## config.mk

```make
export PLATFORM = sky130hd
export DESIGN_NAME = integrate_dump
export DESIGN_NICKNAME = d
export VERILOG_FILES = /design/src/rtl/integrate_dump.sv
export SDC_FILE = /design/constraint.sdc
export NUM_CORES = 1
export LEC_CHECK = 0
export CAP_MARGIN = 20
export CORE_AREA = 2 2 67 56
export DETAILED_ROUTE_END_ITERATION = 12
export DIE_AREA = 0 0 69 58
export DONT_BUFFER_PORTS = 1
export PLACE_DENSITY = 0.72
export SYNTH_ARGS = -nofsm -noshare
export SYNTH_HDL_FRONTEND = slang
export SYNTH_SLANG_ARGS = --single-unit
```

## constraint.sdc

```tcl
create_clock -name clk -period 2.26 [get_ports clk]
set_clock_uncertainty 0.2 [all_clocks]
set_input_delay 0.452 -clock clk [delete_from_list [all_inputs] [get_ports clk]]
set_output_delay 0.452 -clock clk [all_outputs]
set_load 0.02 [all_outputs]
```

## src/rtl/integrate_dump.sv

```systemverilog
// integrate_dump: signed fixed-point integrate-and-dump accumulator.
//
// It sums ACC_LEN consecutive valid samples per frame and emits one full-precision
// result per frame. The result is bit-grown by $clog2(ACC_LEN) bits and keeps the input
// binary point, so the sum cannot overflow. Frames are aligned by sync. Results are held
// in a one-entry output register with a valid/ready handshake. A result that completes
// while that register is still occupied is discarded and flagged on dropped.
//
// Optional feature macro: INTEGRATE_DUMP_DROP_CNT_EN adds the drop_cnt port, an 8-bit
// count of dropped results that saturates at 255.
//
// Ports:
//   clk       in   clock; all state changes on the rising edge
//   rst       in   asynchronous active-high reset
//   sync      in   frame alignment pulse; starts a new frame
//   din       in   input sample, N_BITS_IN bits, two's complement
//   din_vld   in   din qualifier
//   dout      out  frame sum, N_BITS_OUT bits, signed, BIN_PT_OUT fractional bits
//   dout_vld  out  dout holds an unconsumed result
//   dout_rdy  in   downstream accepts dout when dout_vld && dout_rdy
//   count     out  index of the next sample within the frame
//   dropped   out  one-cycle pulse when a completed result is discarded
//   drop_cnt  out  saturating count of dropped results (INTEGRATE_DUMP_DROP_CNT_EN only)
module integrate_dump #(
  parameter int unsigned N_BITS_IN = 8,
  parameter int unsigned BIN_PT_IN = 7,
  parameter int unsigned ACC_LEN   = 16
) (
  input  logic                                         clk,
  input  logic                                         rst,
  input  logic                                         sync,
  input  logic [N_BITS_IN-1:0]                         din,
  input  logic                                         din_vld,
  output logic [N_BITS_IN+$clog2(ACC_LEN)-1:0]         dout,
  output logic                                         dout_vld,
  input  logic                                         dout_rdy,
  output logic [$clog2(ACC_LEN)-1:0]                   count,
`ifdef INTEGRATE_DUMP_DROP_CNT_EN
  output logic                                         dropped,
  output logic [7:0]                                   drop_cnt
`else
  output logic                                         dropped
`endif
);

  localparam int unsigned CntW       = $clog2(ACC_LEN);
  localparam int unsigned N_BITS_OUT = N_BITS_IN + CntW;
  localparam int unsigned BIN_PT_OUT = BIN_PT_IN;
  localparam logic [CntW-1:0] LastIdx = CntW'(ACC_LEN - 1);

  // Parameter sanity checks, evaluated at elaboration.
  if (ACC_LEN < 2) begin : g_bad_acc_len
    $error("integrate_dump: ACC_LEN must be at least 2");
  end
  if (BIN_PT_OUT > N_BITS_OUT) begin : g_bad_bin_pt
    $error("integrate_dump: binary point exceeds word width");
  end

  typedef enum logic [0:0] {StWaitSync, StAccum} state_e;

  state_e                  state_q, state_d;
  logic [N_BITS_OUT-1:0]   acc_q, acc_d;
  logic [CntW-1:0]         count_q, count_d;
  logic [N_BITS_OUT-1:0]   dout_q, dout_d;
  logic                    dout_vld_q, dout_vld_d;
  logic                    dropped_q, dropped_d;

  logic [N_BITS_OUT-1:0]   din_sext;
  logic [N_BITS_OUT-1:0]   sum;
  logic                    dump;

  assign din_sext = {{(N_BITS_OUT - N_BITS_IN){din[N_BITS_IN-1]}}, din};
  assign sum      = acc_q + din_sext;

  always_comb begin
    state_d    = state_q;
    acc_d      = acc_q;
    count_d    = count_q;
    dump       = 1'b0;

    if (sync) begin
      // A new frame starts here; a sample in the same cycle is its sample 0.
      state_d = StAccum;
      acc_d   = din_vld ? din_sext : '0;
      count_d = din_vld ? CntW'(1) : '0;
    end else if (state_q == StAccum && din_vld) begin
      if (count_q == LastIdx) begin
        dump    = 1'b1;
        acc_d   = '0;
        count_d = '0;
      end else begin
        acc_d   = sum;
        count_d = count_q + CntW'(1);
      end
    end
  end

  // Output register: a dump loads it when it is empty or is being consumed this cycle.
  always_comb begin
    dout_d     = dout_q;
    dout_vld_d = dout_vld_q;
    dropped_d  = 1'b0;

    if (dout_vld_q && dout_rdy) begin
      dout_vld_d = 1'b0;
    end
    if (dump) begin
      if (!dout_vld_q || dout_rdy) begin
        dout_d     = sum;
        dout_vld_d = 1'b1;
      end else begin
        dropped_d  = 1'b1;
      end
    end
  end

  always_ff @(posedge clk or posedge rst) begin
    if (rst) begin
      state_q    <= StWaitSync;
      acc_q      <= '0;
      count_q    <= '0;
      dout_q     <= '0;
      dout_vld_q <= 1'b0;
      dropped_q  <= 1'b0;
    end else begin
      state_q    <= state_d;
      acc_q      <= acc_d;
      count_q    <= count_d;
      dout_q     <= dout_d;
      dout_vld_q <= dout_vld_d;
      dropped_q  <= dropped_d;
    end
  end

  assign dout     = dout_q;
  assign dout_vld = dout_vld_q;
  assign count    = count_q;
  assign dropped  = dropped_q;

`ifdef INTEGRATE_DUMP_DROP_CNT_EN
  logic [7:0] drop_cnt_q;

  always_ff @(posedge clk or posedge rst) begin
    if (rst) begin
      drop_cnt_q <= '0;
    end else if (dropped_d && drop_cnt_q != 8'hFF) begin
      // Counted on the same edge that raises the dropped pulse.
      drop_cnt_q <= drop_cnt_q + 8'd1;
    end
  end

  assign drop_cnt = drop_cnt_q;
`endif

endmodule

```

==> results.cfg <==
[grt]
grt_pass1_vias = 1549
gr-usage-all-layers = 0.220
antenna_found_initial = 0
overflow = 0
grt_max_degree = 20
grt_pass1_wl_um = 6980

[place]
dp_slack_ps = -94.6
dp_hpwl_um = 2990
place.gp.congestion = 0.885
io_buffers = 0

[hold_path]
hold_path.class = in -> reg

[setup_path]
critPathCaptureType = flip-flop
startpoint_type = flip-flop
worstPathArrival_ps = 2340
crit_type = reg -> reg
cp_max_fo = 3
required_ps = 2230

[logic_synthesis]
synthMuxAreaShare = 0.0315
ys_types = 42
synth-simple-area-share = 0.162
netlist_area_mm2 = 0.00179
synth_warnings = 0
synth_fp_nets = 207
synth_xor_area_frac = 0.0629
synth_ff_type = dfrtp_1
synth_edf_count = 0
ys_seq_area_frac = 0.434
synthCells = 181
ys_async_sr_fraction = 1.00
avgSynthCellArea_um2 = 9.89
synth_seq_cells = 31
synth_compound_area_frac = 0.196
synthAdderAreaFrac = 0.0951
synth_top_family_by_area = compound AO/OA/AOI/OAI gates

[floorplan]
io_pins = 31
core-area_mm2 = 0.00333
row_count = 19
initial_core_util = 0.538
fp.dieH_um = 58
fp.dieArea_mm2 = 0.00400
die_w_um = 69

[detailed_routing]
drc = 0
drtIter0Drc = 101
drt-vias-per-instance = 5.92
wl_per_cell_um = 16.6
drt-total-wl_um = 4220
ant_nets = 0
firstDrtPassIters = 4
vias = 1504

[clock_network]
cts_tree = yes
clock_sink_count = 31
cts_buffer_depth = 2
cts-htree-levels = 2
clk_latency_ps = 290
cts_buffers = 5
cts-root-buf = clkbuf_8
clkTransAtPathRegs_ps = 70

[status]
status = finished with violations
failed_checks = negative setup slack

[sta]
hold_ws_ps = 27.8
layout_setup_ws_ps = -112
rsz0062_at_grt = true
relSlewSlack = 0.666
fin_crit_ps = 2370
worst_pin_slew_ps = 500
setup_violations = 4
min_period_over_period = 1.05
fmax_ghz = 0.422
finalHoldViolations = 0
finalMaxSlewViolations = 0

[power_and_ir_drop]
p_leak_nw = 1.06
peakVddDrop_v = 0.000510
power_density_mw_per_mm2 = 987

[finish]
nets = 237
syn_to_final_growth_pct = 23.7
antenna_cells = 0
layout-drive-gt1-share = 0.297

[job]
maxCapViolCount = 0
==> state kept, by name (all words and copies together) (netlist names) <==
signal	count
dout	12
dout_vld	1
count	4
acc_q	12
state_q	1
dropped	1
==> area by class of cell <==
type	count	area, um^2
fillers	264	1110
multi-input cells	142	1070
flip-flops and latches	31	776
repair buffers	30	231
clock buffers	5	68.8
well taps	42	52.6
clock inverters	3	15.0
inverters	1	3.75
==> stage by stage <==
step                       util  setup TNS (ps)  power, W  area (um^2)  std cells
final                     0.665            -272   0.00218         2210        254
after CTS                 0.646            -181   0.00208         2150        252
after global placement    0.611            -408   0.00159         2030        243
after global routing      0.665           -1270   0.00232         2210        254
after floorplan               -           -82.5   0.00131         1810        181
after detailed placement  0.611            -652   0.00163         2030        243
==> path summary, 6_finish.rpt <==
check                         start  slack (ps)  cells past startpoint   endpoint
max                        acc_q[0]        -110                      8  acc_q[10]
min                            sync          30                      1   count[2]
max reg2reg                acc_q[0]        -110                      8  acc_q[10]
min reg2reg                acc_q[8]         300                      1   acc_q[8]
min in group asynchronous       rst         430                      2   acc_q[0]
max in group asynchronous       rst         780                      3  acc_q[11]
==> worst max-delay path, cell delays in order (launching register included) <==
cell      delay [ps]
dfrtp_1          410
ha_4             180
fa_2             340
a21o_1           190
a221oi_2         300
o21ai_2          140
a31oi_2          250
and3b_1          200
nor3_2            40
==> cells in the mapped netlist (3+ instances only) <==
cell type	instances	area, um^2
xnor2_1	5	43.8
dfrtp_1	31	776
xor2_1	6	52.6
o21ai_1	7	35.0
a22oi_1	4	30.0
clkbuf_1	4	15.0
mux2_2	5	56.3
ha_1	12	150
a21o_1	6	45.0
a21oi_1	12	60.1
nand3_1	5	25.0
nand2_1	24	90.1
buf_2	3	15.0
o21ai_0	13	65.1
nor2_1	11	41.3
nand2b_1	4	25.0
==> layer usage <==
layer | up-vias | GRT usage | routed length (um)
li1 | 702 | - | -
met1 | 740 | 0.250 | 1730
met2 | 48 | 0.393 | 2120
met3 | 14 | 0.0678 | 258
met4 | 0 | 0.0896 | 112
met5 | - | 0 | 0
==> kinds of logic (layout without fill, tap and decap cells) <==
group	count (synthesis)	after routing
AO/OA/AOI/OAI	53	53
buffers and inverters	8	39
XOR/XNOR	12	12
adder cells (fa/ha/maj)	13	13
flip-flops	31	31
multiplexers	5	5
AND/OR/NAND/NOR	59	59
==> power by group <==
part | switching [W] | total, W | internal [W]
Sequential | 0.0000511 | 0.000684 | 0.000633
Combinational | 0.000534 | 0.00108 | 0.000549
Clock | 0.000208 | 0.000418 | 0.000210
==> cells in the final DEF (no fill, tap or decap), drive strengths merged, types with 2 or more instances in the layout <==
cell type | synthesis | routed
clkinv | 0 | 3
nand2 | 24 | 24
clkbuf | 4 | 5
a31oi | 2 | 2
dfrtp | 31 | 31
xor2 | 6 | 6
nand2b | 5 | 5
a21o | 6 | 6
mux2 | 5 | 5
nor2 | 11 | 11
a221oi | 2 | 2
and3 | 3 | 3
nand3 | 5 | 5
buf | 3 | 29
a21oi | 13 | 13
nor3b | 2 | 2
nor3 | 3 | 3
a22oi | 4 | 4
ha | 12 | 12
o21ai | 20 | 20
xnor2 | 6 | 6
==> repair_timing <==
| action | 4_1_cts | 5_1_grt |
|---|---|---|
| setup endpoints to repair | 8 | 12 |
| pin swaps | 2 | 15 |
| setup buffers | 0 | 3 |
| endpoints found under the hold margin | 12 | 0 |
| hold buffers | 1 | 0 |
| gates resized for setup | 4 | 9 |
No activity file was read; power rests on OpenSTA's default activity.
